`src/rtl/burst_master_pkg.sv`:
```
// Shared definitions for the burst write master.
//   state_e : FSM state encoding used by burst_write_master.
//   clog2   : ceiling log2 helper for elaboration-time width math.
package burst_master_pkg;

  typedef enum logic [1:0] {
    ST_IDLE  = 2'd0,
    ST_WAIT  = 2'd1,
    ST_BURST = 2'd2,
    ST_DONE  = 2'd3
  } state_e;

  // Ceiling log2 of a positive value; clog2(1) = 0.
  function automatic int clog2(input int value);
    int result;
    result = 0;
    for (int i = 0; i < 31; i++) begin
      if ((32'sd1 <<< i) < value) begin
        result = i + 1;
      end
    end
    return result;
  endfunction

endpackage

```
`src/rtl/burst_write_master_fifo.sv`:
```
// Synchronous show-ahead FIFO: pop_data always presents the head word.
// Ports:
//   clk, reset_n          : clock, asynchronous active-low reset (empties FIFO)
//   push, push_data       : write request and data; dropped when full unless
//                           a pop happens in the same cycle
//   pop                   : consume head word; ignored when empty
//   pop_data              : head word (valid when !empty)
//   full, empty, usedw    : status, usedw is occupancy in words
module sync_showahead_fifo #(
  parameter int WIDTH      = 32,
  parameter int DEPTH      = 32,
  parameter int DEPTH_LOG2 = 5
) (
  input  logic                  clk,
  input  logic                  reset_n,
  input  logic                  push,
  input  logic [WIDTH-1:0]      push_data,
  input  logic                  pop,
  output logic [WIDTH-1:0]      pop_data,
  output logic                  full,
  output logic                  empty,
  output logic [DEPTH_LOG2:0]   usedw
);

  localparam logic [DEPTH_LOG2:0]   CNT_FULL = (DEPTH_LOG2+1)'(DEPTH);
  localparam logic [DEPTH_LOG2:0]   CNT_ONE  = (DEPTH_LOG2+1)'(1'b1);
  localparam logic [DEPTH_LOG2-1:0] PTR_ONE  = (DEPTH_LOG2)'(1'b1);

  logic [WIDTH-1:0]      mem_r [DEPTH];
  logic [DEPTH_LOG2-1:0] wr_ptr_r;
  logic [DEPTH_LOG2-1:0] rd_ptr_r;
  logic [DEPTH_LOG2:0]   count_r;
  logic                  full_s;
  logic                  empty_s;
  logic                  push_ok_s;
  logic                  pop_ok_s;

  assign full_s    = (count_r == CNT_FULL);
  assign empty_s   = (count_r == '0);
  // A pop frees a slot in the same cycle, so a push into a full FIFO is
  // legal exactly when it is paired with a pop.
  assign push_ok_s = push & (~full_s | pop);
  assign pop_ok_s  = pop & ~empty_s;

  assign pop_data = mem_r[rd_ptr_r];
  assign full     = full_s;
  assign empty    = empty_s;
  assign usedw    = count_r;

  // Pointer and occupancy bookkeeping.
  always_ff @(posedge clk or negedge reset_n) begin
    if (!reset_n) begin
      wr_ptr_r <= '0;
      rd_ptr_r <= '0;
      count_r  <= '0;
    end else begin
      if (push_ok_s) begin
        wr_ptr_r <= wr_ptr_r + PTR_ONE;
      end
      if (pop_ok_s) begin
        rd_ptr_r <= rd_ptr_r + PTR_ONE;
      end
      case ({push_ok_s, pop_ok_s})
        2'b10:   count_r <= count_r + CNT_ONE;
        2'b01:   count_r <= count_r - CNT_ONE;
        default: count_r <= count_r;
      endcase
    end
  end

  // Storage array, written only on an accepted push.
  always_ff @(posedge clk) begin
    if (push_ok_s) begin
      mem_r[wr_ptr_r] <= push_data;
    end
  end

endmodule

```
`src/rtl/burst_write_master.sv`:
```
// Avalon-MM burst write master fed by a user-side show-ahead FIFO.
// A control_go pulse latches base/length; the FSM then issues bursts of up
// to MAXBURSTCOUNT words (one word in fixed-location mode) whenever enough
// words are buffered, so a started burst never stalls for data.
// Ports:
//   clk, reset_n                 : clock, asynchronous active-low reset
//   control_*                    : start/configuration and done status
//   user_write_buffer/_data      : FIFO push side; user_buffer_full/_usedw status
//   master_*                     : Avalon-MM burst write master
module burst_write_master
  import burst_master_pkg::*;
#(
  parameter int DATAWIDTH       = 32,
  parameter int BYTEENABLEWIDTH = DATAWIDTH / 8,
  parameter int ADDRESSWIDTH    = 32,
  parameter int MAXBURSTCOUNT   = 4,
  parameter int BURSTCOUNTWIDTH = 3,
  parameter int FIFODEPTH       = 32,
  parameter int FIFODEPTH_LOG2  = 5
) (
  input  logic                       clk,
  input  logic                       reset_n,
  input  logic                       control_fixed_location,
  input  logic [ADDRESSWIDTH-1:0]    control_write_base,
  input  logic [ADDRESSWIDTH-1:0]    control_write_length,
  input  logic                       control_go,
  output logic                       control_done,
  output logic                       control_early_done,
  input  logic                       user_write_buffer,
  input  logic [DATAWIDTH-1:0]       user_buffer_data,
  output logic                       user_buffer_full,
  output logic [FIFODEPTH_LOG2:0]    user_buffer_usedw,
  output logic [ADDRESSWIDTH-1:0]    master_address,
  output logic                       master_write,
  output logic [BYTEENABLEWIDTH-1:0] master_byteenable,
  output logic [BURSTCOUNTWIDTH-1:0] master_burstcount,
  output logic [DATAWIDTH-1:0]       master_writedata,
  input  logic                       master_waitrequest
);

  localparam int BE_LOG2 = clog2(BYTEENABLEWIDTH);
  localparam int TAIL_W  = (BE_LOG2 > 0) ? BE_LOG2 : 1;
  localparam logic [ADDRESSWIDTH-1:0]    BE_MASK = ADDRESSWIDTH'(BYTEENABLEWIDTH - 1);
  localparam logic [ADDRESSWIDTH-1:0]    AW_ONE  = ADDRESSWIDTH'(1'b1);
  localparam logic [ADDRESSWIDTH-1:0]    AW_MAXB = ADDRESSWIDTH'(MAXBURSTCOUNT);
  localparam logic [BURSTCOUNTWIDTH-1:0] BC_ONE  = BURSTCOUNTWIDTH'(1'b1);
  localparam logic [BURSTCOUNTWIDTH-1:0] BC_MAXB = BURSTCOUNTWIDTH'(MAXBURSTCOUNT);

  state_e                     state_r;
  state_e                     state_nxt_s;
  logic [ADDRESSWIDTH-1:0]    address_r;
  logic [ADDRESSWIDTH-1:0]    words_left_r;
  logic [TAIL_W-1:0]          tail_r;
  logic                       fixed_r;
  logic [BURSTCOUNTWIDTH-1:0] burst_len_r;
  logic [BURSTCOUNTWIDTH-1:0] beats_left_r;

  logic                       go_ok_s;
  logic [ADDRESSWIDTH-1:0]    len_tail_s;
  logic [ADDRESSWIDTH-1:0]    len_words_s;
  logic [BURSTCOUNTWIDTH-1:0] burst_len_calc_s;
  logic [ADDRESSWIDTH-1:0]    addr_step_s;
  logic                       accept_s;
  logic                       last_beat_s;
  logic                       data_ready_s;
  logic                       final_word_s;
  logic [BYTEENABLEWIDTH-1:0] tail_mask_s;

  logic [DATAWIDTH-1:0]       fifo_data_s;
  logic                       fifo_full_s;
  logic                       fifo_empty_s;
  logic [FIFODEPTH_LOG2:0]    fifo_usedw_s;

  sync_showahead_fifo #(
    .WIDTH      (DATAWIDTH),
    .DEPTH      (FIFODEPTH),
    .DEPTH_LOG2 (FIFODEPTH_LOG2)
  ) u_fifo (
    .clk       (clk),
    .reset_n   (reset_n),
    .push      (user_write_buffer),
    .push_data (user_buffer_data),
    .pop       (accept_s),
    .pop_data  (fifo_data_s),
    .full      (fifo_full_s),
    .empty     (fifo_empty_s),
    .usedw     (fifo_usedw_s)
  );

  assign go_ok_s  = control_go & ((state_r == ST_IDLE) | (state_r == ST_DONE));
  // Word count rounds a partial trailing word up.
  assign len_tail_s  = control_write_length & BE_MASK;
  assign len_words_s = (control_write_length >> BE_LOG2)
                     + {{(ADDRESSWIDTH-1){1'b0}}, (len_tail_s != '0)};

  assign master_write = (state_r == ST_BURST);
  assign accept_s     = master_write & ~master_waitrequest;
  assign last_beat_s  = accept_s & (beats_left_r == BC_ONE);
  assign addr_step_s  = ADDRESSWIDTH'(burst_len_r) << BE_LOG2;
  assign data_ready_s = ~fifo_empty_s &
                        (ADDRESSWIDTH'(fifo_usedw_s) >= ADDRESSWIDTH'(burst_len_calc_s));

  // Next burst length from the words still owed.
  always_comb begin
    burst_len_calc_s = BC_ONE;
    if (fixed_r) begin
      burst_len_calc_s = BC_ONE;
    end else if (words_left_r >= AW_MAXB) begin
      burst_len_calc_s = BC_MAXB;
    end else begin
      burst_len_calc_s = BURSTCOUNTWIDTH'(words_left_r);
    end
  end

  // Byte-lane mask for a partial final word: low tail_r lanes enabled.
  always_comb begin
    tail_mask_s = '0;
    for (int i = 0; i < BYTEENABLEWIDTH; i++) begin
      tail_mask_s[i] = (TAIL_W'(i) < tail_r);
    end
  end

  assign final_word_s      = (words_left_r == AW_ONE) & (tail_r != '0);
  assign master_byteenable = final_word_s ? tail_mask_s : '1;
  assign master_address    = address_r;
  assign master_burstcount = burst_len_r;
  assign master_writedata  = fifo_data_s;
  assign control_done       = (state_r == ST_IDLE) | (state_r == ST_DONE);
  assign control_early_done = (words_left_r == '0);
  assign user_buffer_full   = fifo_full_s;
  assign user_buffer_usedw  = fifo_usedw_s;

  // FSM state register.
  always_ff @(posedge clk or negedge reset_n) begin
    if (!reset_n) begin
      state_r <= ST_IDLE;
    end else begin
      state_r <= state_nxt_s;
    end
  end

  // FSM next-state logic.
  always_comb begin
    state_nxt_s = state_r;
    case (state_r)
      ST_IDLE, ST_DONE: begin
        if (go_ok_s) begin
          state_nxt_s = (len_words_s == '0) ? ST_DONE : ST_WAIT;
        end else begin
          state_nxt_s = state_r;
        end
      end
      ST_WAIT: begin
        // Start only once the whole burst is buffered so write never drops.
        if (data_ready_s) begin
          state_nxt_s = ST_BURST;
        end else begin
          state_nxt_s = ST_WAIT;
        end
      end
      ST_BURST: begin
        if (last_beat_s) begin
          state_nxt_s = (words_left_r == AW_ONE) ? ST_DONE : ST_WAIT;
        end else begin
          state_nxt_s = ST_BURST;
        end
      end
      default: state_nxt_s = ST_IDLE;
    endcase
  end

  // Transfer datapath: latch on go, size burst in WAIT, count beats in BURST.
  always_ff @(posedge clk or negedge reset_n) begin
    if (!reset_n) begin
      address_r    <= '0;
      words_left_r <= '0;
      tail_r       <= '0;
      fixed_r      <= 1'b0;
      burst_len_r  <= '0;
      beats_left_r <= '0;
    end else if (go_ok_s) begin
      address_r    <= control_write_base;
      fixed_r      <= control_fixed_location;
      words_left_r <= len_words_s;
      tail_r       <= len_tail_s[TAIL_W-1:0];
    end else if (state_r == ST_WAIT) begin
      burst_len_r  <= burst_len_calc_s;
      beats_left_r <= burst_len_calc_s;
    end else if (accept_s) begin
      words_left_r <= words_left_r - AW_ONE;
      beats_left_r <= beats_left_r - BC_ONE;
      if (last_beat_s && !fixed_r) begin
        address_r <= address_r + addr_step_s;
      end
    end
  end

endmodule

```
`config.mk`:
```
export PLATFORM = sky130hd
export DESIGN_NAME = burst_write_master
export DESIGN_NICKNAME = d
export VERILOG_FILES = /design/src/rtl/burst_master_pkg.sv /design/src/rtl/burst_write_master_fifo.sv /design/src/rtl/burst_write_master.sv
export SDC_FILE = /design/constraint.sdc
export NUM_CORES = 1
export LEC_CHECK = 0
export CORE_MARGIN = 2
export CORE_UTILIZATION = 61
export DETAILED_ROUTE_END_ITERATION = 12
export PLACE_DENSITY = 0.8
export SLEW_MARGIN = 40
export SYNTH_ARGS = -nofsm -noshare
export SYNTH_HDL_FRONTEND = slang
export SYNTH_HIERARCHICAL = 1
export SYNTH_SLANG_ARGS = --single-unit
```
`constraint.sdc`:
```
create_clock -name clk -period 4.2 [get_ports clk]
set_clock_uncertainty 0.2 [all_clocks]
set_input_delay 0.84 -clock clk [delete_from_list [all_inputs] [get_ports clk]]
set_output_delay 0.84 -clock clk [all_outputs]
set_load 0.1 [all_outputs]
```
==> results by group <==
Synthesis
  – Post-Syn Nets: roughly 2.6k
  – Avg Cell Area, Syn: ~18 sq um
  – Flops & latches, synth: roughly 1.1k
  – Post-synth top flop: edfxtp_1
  – Post-synthesis sequential area ratio: between 70% and 80%
  – Cell count after synthesis: 2520
  – Most frequent cells after synthesis: 1024 x edfxtp_1, 193 x mux4_2, 138 x a21oi_1, 133 x mux2i_1, 95 x a22oi_1
  – Yosys top cell area share: between 60% and 70%
  – Share of synthesized registers carrying an async set or reset: between 8 and 9%
  – Synth top area cells: edfxtp_1 68%, mux4_2 9.6%, dfrtp_1 5.0%
  – Synth Cell Area: between 40000 and 50000 sq um
  – Top-count cell post-synth: edfxtp_1
  – Count of cell types in the netlist: 82
  – Syn. warnings: 6
  – Post-synth EDFFs: between 1k and 1.5k
  – Post-synth top area cell: edfxtp_1

Power and ir drop
  – Cell area power density: around 760 nW/um^2
  – Maximum VDD drop: 0.00109 V
  – Total Power: about 40 mW
  – Pleak: roughly 18 nW

Placement
  – Cell Area, Placed: a little under 50000 sq um
  – Detailed-placement wirelength estimate: between 60000 and 70000 microns
  – Placer Congestion: around 0.87
  – Port Buffers: ~180

Detailed routing
  – Drt wl/cell: about 33 microns
  – Vias/cell: about 7.1
  – Via count: around 27k
  – Initial drt markers: ~3.7k
  – DRT antenna net count: 0
  – Remaining DRCs: 0
  – TritonRoute pass-1 iters: 6
  – Total routed wirelength: 126000 microns

Outcome
  – Status: completed

CTS
  – Worst-Skew Late Latency: 0.66 ns
  – Clock-pin transition on the worst setup and hold timing paths: approximately 0.06 ns
  – Clock root buffer: clkbuf_16
  – Clock Sinks: ~1.1k
  – CTS Buffer Depth: 3
  – Num CTS Buffers: between 100 and 150
  – CTS tree: built
  – H-Tree Depth: 3

Global route
  – Grt ovf: 0
  – Initial antenna violation count: 2
  – Largest net degree at the start of global routing: between 60 and 70
  – First-pass GRT wire length: 184000 microns
  – GRT Overall Usage: 33.0%
  – Number of global-route vias before repair: 27.7k

STA
  – Fin crit share: 98.3%
  – Minimum clock period: slightly above 4 ns
  – Relative slew slack: 45.9%
  – Slew Limit Fails: 0
  – Hold slack: between 0.2 and 0.3 ns
  – Final hold vios: 0
  – Max Freq: roughly 0.24 GHz
  – Worst-margin pin slew: between 0.8 and 0.9 ns
  – Unrepaired setup endpoints after global routing: true
  – Setup violations, final: 0

Worst setup path
  – Flop2flop setup slack: approximately 0.37 ns
  – Highest net fanout along the worst path: 37
  – Reg2reg end: state_r[1]
  – CP required: ~3.2 ns
  – Setup crit end kind: output port
  – RR Startpoint: words_left_r[18]
  – R2R cell count: 13
  – Crit start category: flop
  – Crit path DAT: 3.09 ns
  – Worst Setup Path Type: flop to output port

Worst hold path
  – HP Start: beats_left_r[1]
  – Hold crit path type: flop to flop
  – Hold path cells: 2
  – Hold Path End: beats_left_r[1]

Die
  – CORE AREA: around 74000 sq um
  – Initial Utilization: between 60% and 70%
  – Die width: roughly 280 microns
  – Row cnt: 100
  – IO Count: between 150 and 200
  – Die Span Y: ~280 microns
  – Die area: 76600 sq um

Finish
  – Ratio of cells with drive above 1 in the final layout: a little under a quarter
  – Design area: between 50000 and 60000 sq um
  – Layout Nets: 2913
  – Area added between synthesis and finish: 17.0%

Job
  – Maxcap violations: 0
[cell type report]
| cell class | count | area, sq um |
|---|---|---|
| timing repair buffer | 308 | 3420 |
| multi-input combinational | 1219 | 11800 |
| tap | 969 | 1210 |
| clock buffer | 127 | 2800 |
| fill | 4270 | 21000 |
| clock inverter | 69 | 756 |
| inverter | 33 | 124 |
| sequential | 1115 | 33000 |
| antenna | 1 | 2.50 |
[per-stage QoR]
stage               TNS (ns)  util, %  setup slack, ns  instances
global route        -0.00172     71.7         -0.00172       3840
CTS                  -0.0788     71.6          -0.0694       3834
finish                     0     71.7           0.0711       3841
detailed placement         0     66.6            0.189       3636
global placement           0     66.4            0.128       3617
floorplan                  0        -            0.141       2520
[where the power goes]
group	internal, mW	switching (mW)	leakage [nW]	total (mW)
Combinational	5.78	10.8	5.65	16.6
Clock	5.73	4.13	1.74	9.85
Sequential	13.2	0.782	10.3	13.9
Total	24.7	15.7	17.7	40.4
[cell usage in the layout (no fill, tap or decap), types with 39 or more instances in the layout]
cell type / instances
mux4_2: 193
o221ai_1: 62
o21ai_0: 64
buf_4: 83
clkdlybuf4s50_1: 68
buf_2: 74
nand3_1: 39
nand2_1: 81
clkbuf_16: 109
edfxtp_1: 1024
dfrtp_1: 86
buf_12: 52
a22oi_1: 87
mux2i_1: 133
a21oi_1: 136
nor2_1: 50
[repair_timing]
| action | in CTS | in global routing |
|---|---|---|
| resized for setup | 22 | 10 |
| cloned | 2 | 0 |
| buffers inserted | 0 | 4 |
| endpoints found under the hold margin | 0 | 29 |
| endpoints found under the setup margin | 31 | 24 |
| hold buffers | 0 | 1 |
[how the worst max path moves through the flow]
stage	to	startpoint	slack (ns)
2_1_floorplan	u_fifo/mem_r[29][0]	state_r[0]	0.14
3_3_place_gp	u_fifo/usedw[5]	master_waitrequest	0.13
3_5_place_dp	u_fifo/usedw[5]	master_waitrequest	0.19
4_1_cts	master_writedata[30]	u_fifo/rd_ptr_r[2]	-0.07
5_1_grt	master_writedata[20]	u_fifo/rd_ptr_r[1]	-0.002
6_report	master_writedata[31]	u_fifo/rd_ptr_r[2]	0.07
[worst max-delay path: stages (launching register included)]
cell     delay [ns]
dfrtp_4        0.56
buf_4          0.58
mux4_2         0.41
a22oi_1        0.39
a22oi_2        0.25
buf_12         0.22
[metal layers]
layer,part of all wire (%),vias up,GRT usage (%)
li1,-,10885,-
met1,34,13792,42.3
met2,50,2047,54.7
met3,12,419,7.41
met4,4.9,2,14.8
met5,0.0079,-,0
[registers in the layout, indices dropped and copies added, names as in the netlist]
signal	count
u_fifo/rd_ptr_r	5
u_fifo/wr_ptr_r	5
tail_r	2
words_left_r	32
u_fifo/usedw	6
fixed_r	1
master_burstcount	3
state_r	2
u_fifo/mem_r	1024
master_address	32
beats_left_r	3
[kinds of logic after synthesis]
group / Yosys count / share of synthesized area [%]
DFF: 1115 / 72.8
AOI/OAI and AO/OA: 471 / 6.90
and+or+nand+nor: 352 / 4.11
muxes: 329 / 12.6
buffers and inverters: 186 / 2.11
xor gates and xnor gates: 39 / 0.752
adders and majority gates: 27 / 0.777
other: 1 / 0.00826
(Power assumes the default switching activity.)
